File: src/rtl/extremum_finder_mc.sv
// extremum_finder_mc
// Tracks the per-channel signed minimum and maximum over a window of 2^EF_log_count
// accepted AXI-Stream beats. At the end of each window it derives lower and upper thresholds
// by compressing the extremes towards their midpoint by 2^EF_shift.
// Ports:
//   aclk, areset        clock, asynchronous active-high reset
//   EF_enable           run windows while high; dropping it mid-window discards the window
//   EF_log_count        window length exponent, latched at window start
//   EF_shift            compression shift, latched at window start
//   EF_lower_threshold  packed per-channel lower thresholds (signed)
//   EF_upper_threshold  packed per-channel upper thresholds (signed)
//   EF_update           one-cycle pulse after new thresholds are registered
//   S_AXIS_*            sample stream; CHANNEL_COUNT signed lanes packed in tdata
module extremum_finder_mc #(
    parameter int AXIS_TDATA_WIDTH = 32,
    parameter int CHANNEL_COUNT    = 2
) (
    input  logic                        aclk,
    input  logic                        areset,
    input  logic                        EF_enable,
    input  logic [4:0]                  EF_log_count,
    input  logic [2:0]                  EF_shift,
    output logic [AXIS_TDATA_WIDTH-1:0] EF_lower_threshold,
    output logic [AXIS_TDATA_WIDTH-1:0] EF_upper_threshold,
    output logic                        EF_update,
    input  logic                        S_AXIS_tvalid,
    input  logic [AXIS_TDATA_WIDTH-1:0] S_AXIS_tdata,
    output logic                        S_AXIS_tready
);

    localparam int SW = AXIS_TDATA_WIDTH / CHANNEL_COUNT;
    localparam logic signed [SW-1:0] POS_MAX = {1'b0, {(SW-1){1'b1}}};
    localparam logic signed [SW-1:0] NEG_MAX = {1'b1, {(SW-1){1'b0}}};

    typedef enum logic [1:0] {StIdle, StMeasure, StUpdate} state_e;

    state_e                        state_q, state_d;
    logic [4:0]                    log_count_q;
    logic [2:0]                    shift_q;
    logic [31:0]                   count_q;
    logic [31:0]                   last_count;
    logic                          update_q;
    logic                          beat;
    logic [AXIS_TDATA_WIDTH-1:0]   lower_q, upper_q, lower_calc, upper_calc;
    logic signed [SW-1:0]          tmp_min_q [CHANNEL_COUNT];
    logic signed [SW-1:0]          tmp_max_q [CHANNEL_COUNT];
    logic signed [SW-1:0]          sample    [CHANNEL_COUNT];
    logic signed [SW:0]            ext_min   [CHANNEL_COUNT];
    logic signed [SW:0]            ext_max   [CHANNEL_COUNT];
    logic signed [SW:0]            center    [CHANNEL_COUNT];

    // Pull one extreme towards the midpoint; one extra bit keeps the difference exact.
    function automatic logic [SW-1:0] compress(input logic signed [SW:0] bound_v,
                                               input logic signed [SW:0] mid,
                                               input logic [2:0]         sh);
        logic signed [SW:0] r;
        r = ((bound_v - mid) >>> sh) + mid;
        return r[SW-1:0];
    endfunction

    assign S_AXIS_tready      = (state_q != StUpdate);
    assign beat               = S_AXIS_tvalid && S_AXIS_tready;
    assign EF_lower_threshold = lower_q;
    assign EF_upper_threshold = upper_q;
    assign EF_update          = update_q;

    // Index of the final beat of the window: 2^log_count - 1, exact for log_count = 31.
    assign last_count = 32'hFFFF_FFFF >> (6'd32 - {1'b0, log_count_q});

    always_comb begin
        lower_calc = '0;
        upper_calc = '0;
        for (int k = 0; k < CHANNEL_COUNT; k++) begin
            sample[k]  = S_AXIS_tdata[k*SW +: SW];
            ext_min[k] = {tmp_min_q[k][SW-1], tmp_min_q[k]};
            ext_max[k] = {tmp_max_q[k][SW-1], tmp_max_q[k]};
            center[k]  = (ext_max[k] + ext_min[k]) >>> 1;
            lower_calc[k*SW +: SW] = compress(ext_min[k], center[k], shift_q);
            upper_calc[k*SW +: SW] = compress(ext_max[k], center[k], shift_q);
        end
    end

    always_ff @(posedge aclk or posedge areset) begin
        if (areset) begin
            state_q <= StIdle;
        end else begin
            state_q <= state_d;
        end
    end

    always_comb begin
        state_d = state_q;
        case (state_q)
            StIdle: begin
                if (EF_enable) state_d = StMeasure;
            end
            StMeasure: begin
                // Dropping enable wins over a simultaneous final beat.
                if (!EF_enable) begin
                    state_d = StIdle;
                end else if (beat && (count_q == last_count)) begin
                    state_d = StUpdate;
                end
            end
            StUpdate: state_d = StIdle;
            default:  state_d = StIdle;
        endcase
    end

    always_ff @(posedge aclk or posedge areset) begin
        if (areset) begin
            log_count_q <= '0;
            shift_q     <= '0;
            count_q     <= '0;
            update_q    <= 1'b0;
            for (int k = 0; k < CHANNEL_COUNT; k++) begin
                tmp_min_q[k]          <= POS_MAX;
                tmp_max_q[k]          <= NEG_MAX;
                lower_q[k*SW +: SW]   <= POS_MAX;
                upper_q[k*SW +: SW]   <= NEG_MAX;
            end
        end else begin
            update_q <= 1'b0;
            case (state_q)
                StIdle: begin
                    if (EF_enable) begin
                        log_count_q <= EF_log_count;
                        shift_q     <= EF_shift;
                        count_q     <= '0;
                        for (int k = 0; k < CHANNEL_COUNT; k++) begin
                            tmp_min_q[k] <= POS_MAX;
                            tmp_max_q[k] <= NEG_MAX;
                        end
                    end
                end
                StMeasure: begin
                    if (EF_enable && beat) begin
                        count_q <= count_q + 32'd1;
                        for (int k = 0; k < CHANNEL_COUNT; k++) begin
                            if (sample[k] < tmp_min_q[k]) tmp_min_q[k] <= sample[k];
                            if (sample[k] > tmp_max_q[k]) tmp_max_q[k] <= sample[k];
                        end
                    end
                end
                StUpdate: begin
                    lower_q  <= lower_calc;
                    upper_q  <= upper_calc;
                    update_q <= 1'b1;
                end
                default: ;
            endcase
        end
    end

endmodule

File: config.mk
export PLATFORM = sky130hd
export DESIGN_NAME = extremum_finder_mc
export DESIGN_NICKNAME = d
export VERILOG_FILES = /design/src/rtl/extremum_finder_mc.sv
export SDC_FILE = /design/constraint.sdc
export NUM_CORES = 1
export LEC_CHECK = 0
export BUFFER_PORTS_ARGS = -buffer_cell sky130_fd_sc_hd__buf_2
export CORE_AREA = 2 2 173 175
export DETAILED_ROUTE_END_ITERATION = 12
export DIE_AREA = 0 0 175 177
export GPL_ROUTABILITY_DRIVEN = 0
export PLACE_DENSITY = 0.86
export SLEW_MARGIN = 15
export SYNTH_ARGS = -nofsm -noshare
export SYNTH_HDL_FRONTEND = slang
export SYNTH_SLANG_ARGS = --single-unit
File: constraint.sdc
create_clock -name aclk -period 8.15 [get_ports aclk]
set_clock_uncertainty 0.2 [all_clocks]
set_input_delay 1.63 -clock aclk [delete_from_list [all_inputs] [get_ports aclk]]
set_output_delay 1.63 -clock aclk [all_outputs]
set_load 0.01 [all_outputs]
# Yosys cells after proc, flatten, opt, wreduce, memory -nomap -nowiden
# Index checks and enable logic that the tools add are counted.
dict set report totals {
  register_bits 171
  inputBits 44
  output_inout_bits 66
  elab_cells 73
}
dict set report op_classes {
  n_addsub 12
  magnitude_cmp 4
  eq_ne 11
  shift 5
  muxes 18
  n_reduce_logical 12
}
# operator n
set op_table {}
lappend op_table {{$mux 32} 6}
lappend op_table {{$pmux 32 s2} 3}
lappend op_table {{$sshr 17x3->16} 4}
lappend op_table {{$sub 16x16->17} 4}
lappend op_table {{$add 16x16->16} 4}
lappend op_table {{$mux 16} 4}
lappend op_table {{$add 16x16->17} 2}
lappend op_table {{$add 32x1->32 const B} 1}
lappend op_table {{$eq 32x32->1} 1}
lappend op_table {{$gt 16x16->1} 2}
lappend op_table {{$lt 16x16->1} 2}
lappend op_table {{$shr 32x6->32 const A} 1}
lappend op_table {{$reduce_and 4->1} 4}
lappend op_table {{$ne 2x2->1 const B} 7}
lappend op_table {{$mux 2} 3}
lappend op_table {{$sub 6x5->6 const A} 1}
lappend op_table {{$pmux 2 s2} 1}
lappend op_table {{$reduce_and 2->1} 2}
lappend op_table {{$logic_and 1x1->1} 3}
lappend op_table {{$ne 3x3->1 const B} 1}
lappend op_table {{$reduce_and 3->1} 1}
lappend op_table {{$eq 2x1->1 const B} 1}
lappend op_table {{$eq 2x2->1 const B} 1}
lappend op_table {{$logic_not 2->1} 1}
lappend op_table {{other kinds (2)} 2}

# Depth between registers and ports, before layout
# Gate-level depths: netlist (run 1).
dict set report depth {
  ltp_word 7
  mapped_depth 36
  ltp_nobuf 36
}

# Worst setup path after synthesis (run 1)
# No wires, ideal clock.
dict set report synth_path {
  path_type {register to register}
  from {register tmp_min_q (netlist bit ext_min[18])}
  to {register upper_q[15] (netlist: EF_upper_threshold[15])}
  arrival_ns 6.481
  setup_slack_ns 1.391
  path_stages_with_launch 29
  period_less_slack_ns 6.759
  path_cell_list {dfstp_2 inv_1 fa_1 nand2b_1 nor2b_1 o21ai_0 xor2_1 inv_1 ha_1 o21ai_0 a21oi_1 o21ai_0 a21boi_0 o21ai_0 a221oi_1 nor2_2 xnor2_1 mux4_2 mux2_2 ha_1 a21oi_1 o21bai_1 a21oi_1 inv_1 a21oi_1 o211ai_1 a311o_1 or4_1 a31oi_1}
}
dict set report synth_via {
  elab_chain_cells 4
}
# element line_no
set synth_lines {}
lappend synth_lines {{from (decl)} 45} ;# logic signed [SW-1:0] tmp_min_q [CHANNEL_COUNT];
lappend synth_lines {{from (signal, indexed assignment)} 117} ;# tmp_min_q[k] <= POS_MAX;
lappend synth_lines {{from (signal, indexed assignment)} 131} ;# tmp_min_q[k] <= POS_MAX;
lappend synth_lines {{$add 16x16->17 (*)} 77} ;# center[k] = (ext_max[k] + ext_min[k]) >>> 1;
lappend synth_lines {{$sub 16x16->17} 57} ;# r = ((bound_v - mid) >>> sh) + mid;
lappend synth_lines {{$sshr 17x3->16} 57}
lappend synth_lines {{$add 16x16->16 (*)} 57}
lappend synth_lines {{to (signal assigned)} 147} ;# upper_q <= upper_calc;
lappend synth_lines {{to (decl)} 44} ;# logic [AXIS_TDATA_WIDTH-1:0] lower_q, upper_q, lower_calc, upper_calc;
# Mark *: on every way between the ends. The rest lies on a longest branch, timed or not.
# A chain may end at the register's enable or synchronous reset.

# Worst setup path after layout (run 1)
# Ends and elaborated chain as after synthesis.

==> results of run 1 <==
-- Yosys cell counts (25+ instances only) --
master | n | share of area [%]
nand2_1 | 227 | 4.7
o21ai_0 | 217 | 6.0
ha_1 | 197 | 14
a21oi_1 | 188 | 5.2
nor2_1 | 183 | 3.8
inv_1 | 157 | 3.3
dfrtp_1 | 107 | 15
xnor2_1 | 105 | 5.1
clkbuf_1 | 69 | 1.4
xor2_1 | 66 | 3.2
dfstp_2 | 64 | 9.3
nand3_1 | 62 | 1.7
a21o_1 | 58 | 2.4
mux2i_1 | 41 | 2.3
nand2b_1 | 39 | 1.4
o22a_1 | 33 | 1.6
nor2b_1 | 32 | 1.1
nor3_1 | 29 | 0.80
a31oi_1 | 26 | 0.90
o211ai_1 | 25 | 1.0
o21a_1 | 25 | 1.0
-- worst min-delay path: cells and delay by family (launching register included) --
kind             cells  cell delay (ns)
flip-flops           1             0.37
AND/OR/NAND/NOR      2             0.10
-- logic make-up (layout without fill, tap and decap cells) --
logic type      after synthesis  in the layout  share of synthesized area, %
compound gates              728            728                         25.46
simple gates                667            667                         17.13
buf+inv                     254            320                         5.487
fa+ha+maj                   216            216                         15.28
xor+xnor                    174            174                         8.637
flops                       171            171                         24.17
mux                          62             62                         3.836
other cells                   0              2                             0
-- per-stage QoR --
step	cell area [µm²]	util (%)	hold slack [ns]	setup WS [ns]	cells
after floorplan	18040	-	0.2645	1.391	2272
after global placement	18830	64.38	0.2471	0.7175	2695
after detailed placement	18830	64.38	0.2474	0.4487	2695
after CTS	19420	66.42	0.2591	0.4040	2727
after global routing	19500	66.67	0.2814	0.03230	2730
final	19500	66.67	0.2614	0.4533	2730
-- worst max-delay path by stage --
stage           startpoint                endpoint  slack, ns  depth (start not counted)
2_1_floorplan  ext_min[18]  EF_upper_threshold[15]       1.39                         28
3_3_place_gp   ext_min[18]  EF_upper_threshold[15]       0.72                         32
3_5_place_dp   ext_min[18]  EF_upper_threshold[15]       0.45                         32
4_1_cts        ext_min[18]  EF_upper_threshold[15]       0.40                         31
5_1_grt         ext_min[1]  EF_upper_threshold[31]       0.03                         36
6_report       ext_min[18]  EF_upper_threshold[15]       0.45                         32
-- registers in the layout (all words and copies together), names as in the netlist --
| signal | count |
|---|---|
| count_q | 32 |
| EF_update | 1 |
| ext_min | 32 |
| EF_upper_threshold | 32 |
| shift_q | 3 |
| EF_lower_threshold | 32 |
| ext_max | 32 |
| state_q | 2 |
| log_count_q | 5 |
-- metal layers --
| layer | up-vias | wire, µm |
|---|---|---|
| li1 | 8221 | - |
| met1 | 7876 | 21390 |
| met2 | 755 | 21140 |
| met3 | 112 | 3429 |
| met4 | 6 | 1225 |
| met5 | - | 38 |
-- repair_timing --
action,in CTS,in global routing
endpoints found under the setup margin,0,6
gates resized for setup,0,7
buffers inserted,0,1
hold buffers,0,0
-- layout make-up --
type                            instances  area (µm²)
Antenna cell                            2       5.005
Clock buffer                           17       425.4
Clock inverter                         15       171.4
Fill cell                            2344        9748
Inverter                              166       628.1
Multi-Input combinational cell       1847       12770
Sequential cell                       171        4362
Tap cell                              390       488.0
Timing Repair Buffer                  122       643.1
==> impl_metrics.py, run 1 <==
metrics = {
    "synthesis": {
        "syn-cell-area_um2": 18040,
        "synth_nets": 2523,
        "ys.flop_type": "dfrtp_1",
        "ys_ff_latch": 171,
        "yosysSeqAreaShare_pct": 24.17,
        "yosysWarnings": 0,
        "synth_area_per_cell_um2": 7.938,
        "ys_async_sr_fraction_pct": 100.0,
        "synth-edff-count": 0,
        "synth_cell_types": 99,
        "syn-instance-count": 2272,
    },
    "setup_path": {
        "critPathCaptureType": "flip-flop",
        "worstPathMaxFanout": 4,
        "regToRegSetupSlack_ns": 0.45,
        "critPathMaxStageDelay_ns": 0.57,
        "r2r-end": "EF_upper_threshold[15]",
        "r2r_cells": 32,
        "cp-start-kind": "flip-flop",
        "crit_slowest_cell": "dfstp_2",
        "critPathBufInv": 3,
        "crit_required_ns": 8.34,
        "worstReg2RegStart": "ext_min[18]",
        "cp.arrival_ns": 7.88,
        "cp_top_family": "compound AO/OA/AOI/OAI gates",
        "path_class": "reg -> reg",
    },
    "detailed_routing": {
        "drtIter0Drc": 1582,
        "viasPerCell": 6.216,
        "ant_nets": 0,
        "num_vias": 16970,
        "wl_per_cell_um": 17.30,
        "routed_wl_um": 47230,
        "first_pass_iters": 7,
        "drc": 0,
    },
    "placement": {
        "dpl.hpwl_um": 36420,
        "io_buffers": 109,
    },
    "timing": {
        "fin_crit_sh_pct": 94.44,
        "hold_violations": 0,
        "rsz0062_at_grt": "false",
        "fin_tns_setup_ns": 0,
        "slew_headroom_pct": 28.92,
        "finalSetupViolations": 0,
        "drv_slew": 0,
        "tightest_slew_ns": 1.059,
        "post-route-min-period_ns": 7.697,
        "clock.fmax_mhz": 129.9,
    },
    "run_status": {
        "outcome": "complete, no violations",
    },
    "floorplanning": {
        "die_x_um": 175,
        "die_h_um": 177,
        "core_area_um2": 29240,
        "fp-row-count": 63,
        "die_area_um2": 30980,
        "io_pins": 110,
        "start_util_pct": 61.67,
    },
    "cells_and_area": {
        "final_nets": 2576,
        "final_cell_mix": "nand2_1 (226), o21ai_0 (216), ha_1 (197)",
        "layout_commonest_cell": "nand2_1",
        "drive_gt1_share_pct": 12.57,
        "area_delta_synth_final_pct": 8.096,
    },
    "grt": {
        "grt_pass1_wl_um": 77340,
        "grt_max_degree": 84,
        "overflow": 0,
        "use_met3_pct": 4.059,
        "use_met2_pct": 49.01,
        "use_met1_pct": 41.92,
        "track_usage_pct": 30.38,
        "antenna_found_initial": 5,
        "grt_busiest_layer": "met2",
        "grt_pass1_vias": 16010,
    },
    "clock_tree": {
        "clk_pin_slew_ns": 0.08,
        "h-tree-depth": 4,
        "tritoncts": "yes",
        "numClockSinks": 171,
        "clock_latency_ns": 0.46,
        "cts_buffers": 17,
        "root_buffer": "clkbuf_16",
        "clk_path_buf_depth": 2,
    },
    "worst_hold_path": {
        "hold_start": "EF_lower_threshold[16]",
        "min-delay-path-class": "reg -> reg",
        "min_to": "EF_lower_threshold[16]",
        "hold-path-cell-count": 2,
    },
    "job": {
        "drv_cap": 0,
    },
}
Power of run 1 is left out: the tool's default activity adds up to more than one toggle a clock period on the data nets, which glitch-free logic cannot reach.
==> run 2, diff against run 1 <==
- MAX_ROUTING_LAYER: unset -> met4
- RECOVER_POWER: unset -> 25
==> impl_metrics.py, run 2 (synthesized netlist as in run 1, its figures left out) <==
metrics = {
    "floorplanning": {
        "die_x_um": 175,
        "core_area_um2": 29240,
        "fp-row-count": 63,
        "die_area_um2": 30980,
        "die_h_um": 177,
        "io_pins": 110,
        "start_util_pct": 61.67,
    },
    "grt": {
        "overflow": 0,
        "grt_max_degree": 84,
        "grt_pass1_vias": 15990,
        "grt_pass1_wl_um": 77380,
        "track_usage_pct": 31.32,
        "antenna_found_initial": 5,
    },
    "cells_and_area": {
        "final_cell_mix": "nand2_1 (227), o21ai_0 (216), ha_1 (197)",
        "final_nets": 2576,
        "fill_cells": 2348,
        "multiInputGateArea_um2": 12770,
        "fin_util_pct": 66.64,
        "layout_commonest_cell": "nand2_1",
        "drive_gt1_share_pct": 12.45,
        "regArea_um2": 4362,
        "area_delta_synth_final_pct": 8.047,
    },
    "clock_tree": {
        "clock_latency_ns": 0.46,
        "cts_hold_buf": 0,
        "cts_buffers": 17,
        "clk_pin_slew_ns": 0.08,
        "h-tree-depth": 4,
        "tritoncts": "yes",
        "root_buffer": "clkbuf_16",
        "clk_path_buf_depth": 2,
        "numClockSinks": 171,
    },
    "placement": {
        "place_worst_setup_slack_ns": 0.4487,
        "dpl.hpwl_um": 36420,
        "io_buffers": 109,
    },
    "timing": {
        "slew_headroom_pct": -90.70,
        "fin_hold_ws_ns": 0.2613,
        "drv_slew": 107,
        "worst_slack_ns": 0.3978,
        "rsz0062_at_grt": "false",
        "tightest_slew_ns": 2.861,
        "post-route-min-period_ns": 7.752,
        "finalSetupViolations": 0,
        "fin_tns_setup_ns": 0,
        "hold_violations": 0,
        "fin_crit_sh_pct": 95.12,
        "clock.fmax_mhz": 129.0,
    },
    "setup_path": {
        "worstReg2RegStart": "ext_min[18]",
        "crit_slowest_cell": "dfstp_2",
        "path_class": "reg -> reg",
        "r2r_cells": 32,
        "critPathMaxStageDelay_ns": 0.57,
        "crit_required_ns": 8.33,
        "critPathCaptureType": "flip-flop",
        "cp-start-kind": "flip-flop",
        "worstPathMaxFanout": 4,
        "r2r-end": "EF_upper_threshold[15]",
        "cp.arrival_ns": 7.93,
        "regToRegSetupSlack_ns": 0.40,
    },
    "detailed_routing": {
        "drtIter0Drc": 1606,
        "viasPerCell": 6.221,
        "first_pass_iters": 6,
        "num_vias": 17000,
        "routed_wl_um": 47300,
        "ant_nets": 0,
        "wl_per_cell_um": 17.31,
        "drc": 0,
    },
    "worst_hold_path": {
        "min_to": "EF_lower_threshold[16]",
        "hold_start": "EF_lower_threshold[16]",
        "min-delay-path-class": "reg -> reg",
        "hold-path-cell-count": 2,
    },
    "job": {
        "drv_cap": 2,
    },
    "run_status": {
        "outcome": "finished, violations left",
        "violations": "max-capacitance violations, max-slew violations",
    },
}
==> run 2: cell types whose count changed in the layout (fill, tap and decap cells not counted), sizes merged <==
cell / change
buf: -2
clkbuf: +2
clkinvlp: +1
diode: +3
inv: -1
==> run 2: how the worst max path moves through the flow <==
stage,start,endpoint,slack [ns],cells after the start
final,ext_min[18],EF_upper_threshold[15],0.40,32
after global routing,ext_min[1],EF_upper_threshold[31],0.03,36
after CTS,ext_min[18],EF_upper_threshold[15],0.40,31
after detailed placement,ext_min[18],EF_upper_threshold[15],0.45,32
after global placement,ext_min[18],EF_upper_threshold[15],0.72,32
after floorplan,ext_min[18],EF_upper_threshold[15],1.39,28
==> run 2: through the flow <==
| step | std cells | instance area (µm²) |
|---|---|---|
| after floorplan | 2272 | 18040 |
| after global placement | 2695 | 18830 |
| after global routing | 2733 | 19490 |
| after detailed placement | 2695 | 18830 |
| final | 2733 | 19490 |
| after CTS | 2727 | 19420 |
==> run 2: cell type report <==
| cell class | count | area share, % |
|---|---|---|
| Antenna cell | 5 | 0.06421 |
| Clock buffer | 17 | 2.183 |
| Clock inverter | 15 | 0.8796 |
| Inverter | 166 | 3.204 |
| Multi-Input combinational cell | 1847 | 65.51 |
| Sequential cell | 171 | 22.38 |
| Tap cell | 390 | 2.504 |
| Timing Repair Buffer | 122 | 3.274 |
==> run 2: timing repair <==
action | in CTS | in global routing
endpoints found under the setup margin | 0 | 6
buffers inserted | 0 | 1
gates resized for setup | 0 | 7
==> run 2: worst max-delay path, delay by kind of cell (launching register included) <==
kind | cells | cell delay, ns
AO/OA/AOI/OAI | 18 | 3.78
adder cells (fa/ha/maj) | 3 | 1.09
buffers and inverters | 3 | 0.30
flip-flops | 1 | 0.57
AND/OR/NAND/NOR | 6 | 1.21
XOR/XNOR | 2 | 0.53
==> run 2: metal layers <==
layer / vias up / track usage, % / wire (µm)
li1: 8228 / - / -
met1: 7934 / 42.04 / 21480
met2: 724 / 48.96 / 21150
met3: 116 / 4.167 / 3461
met4: 0 / 10.69 / 1215
met5: - / - / 0
Power of run 2 is left out for the same reason.
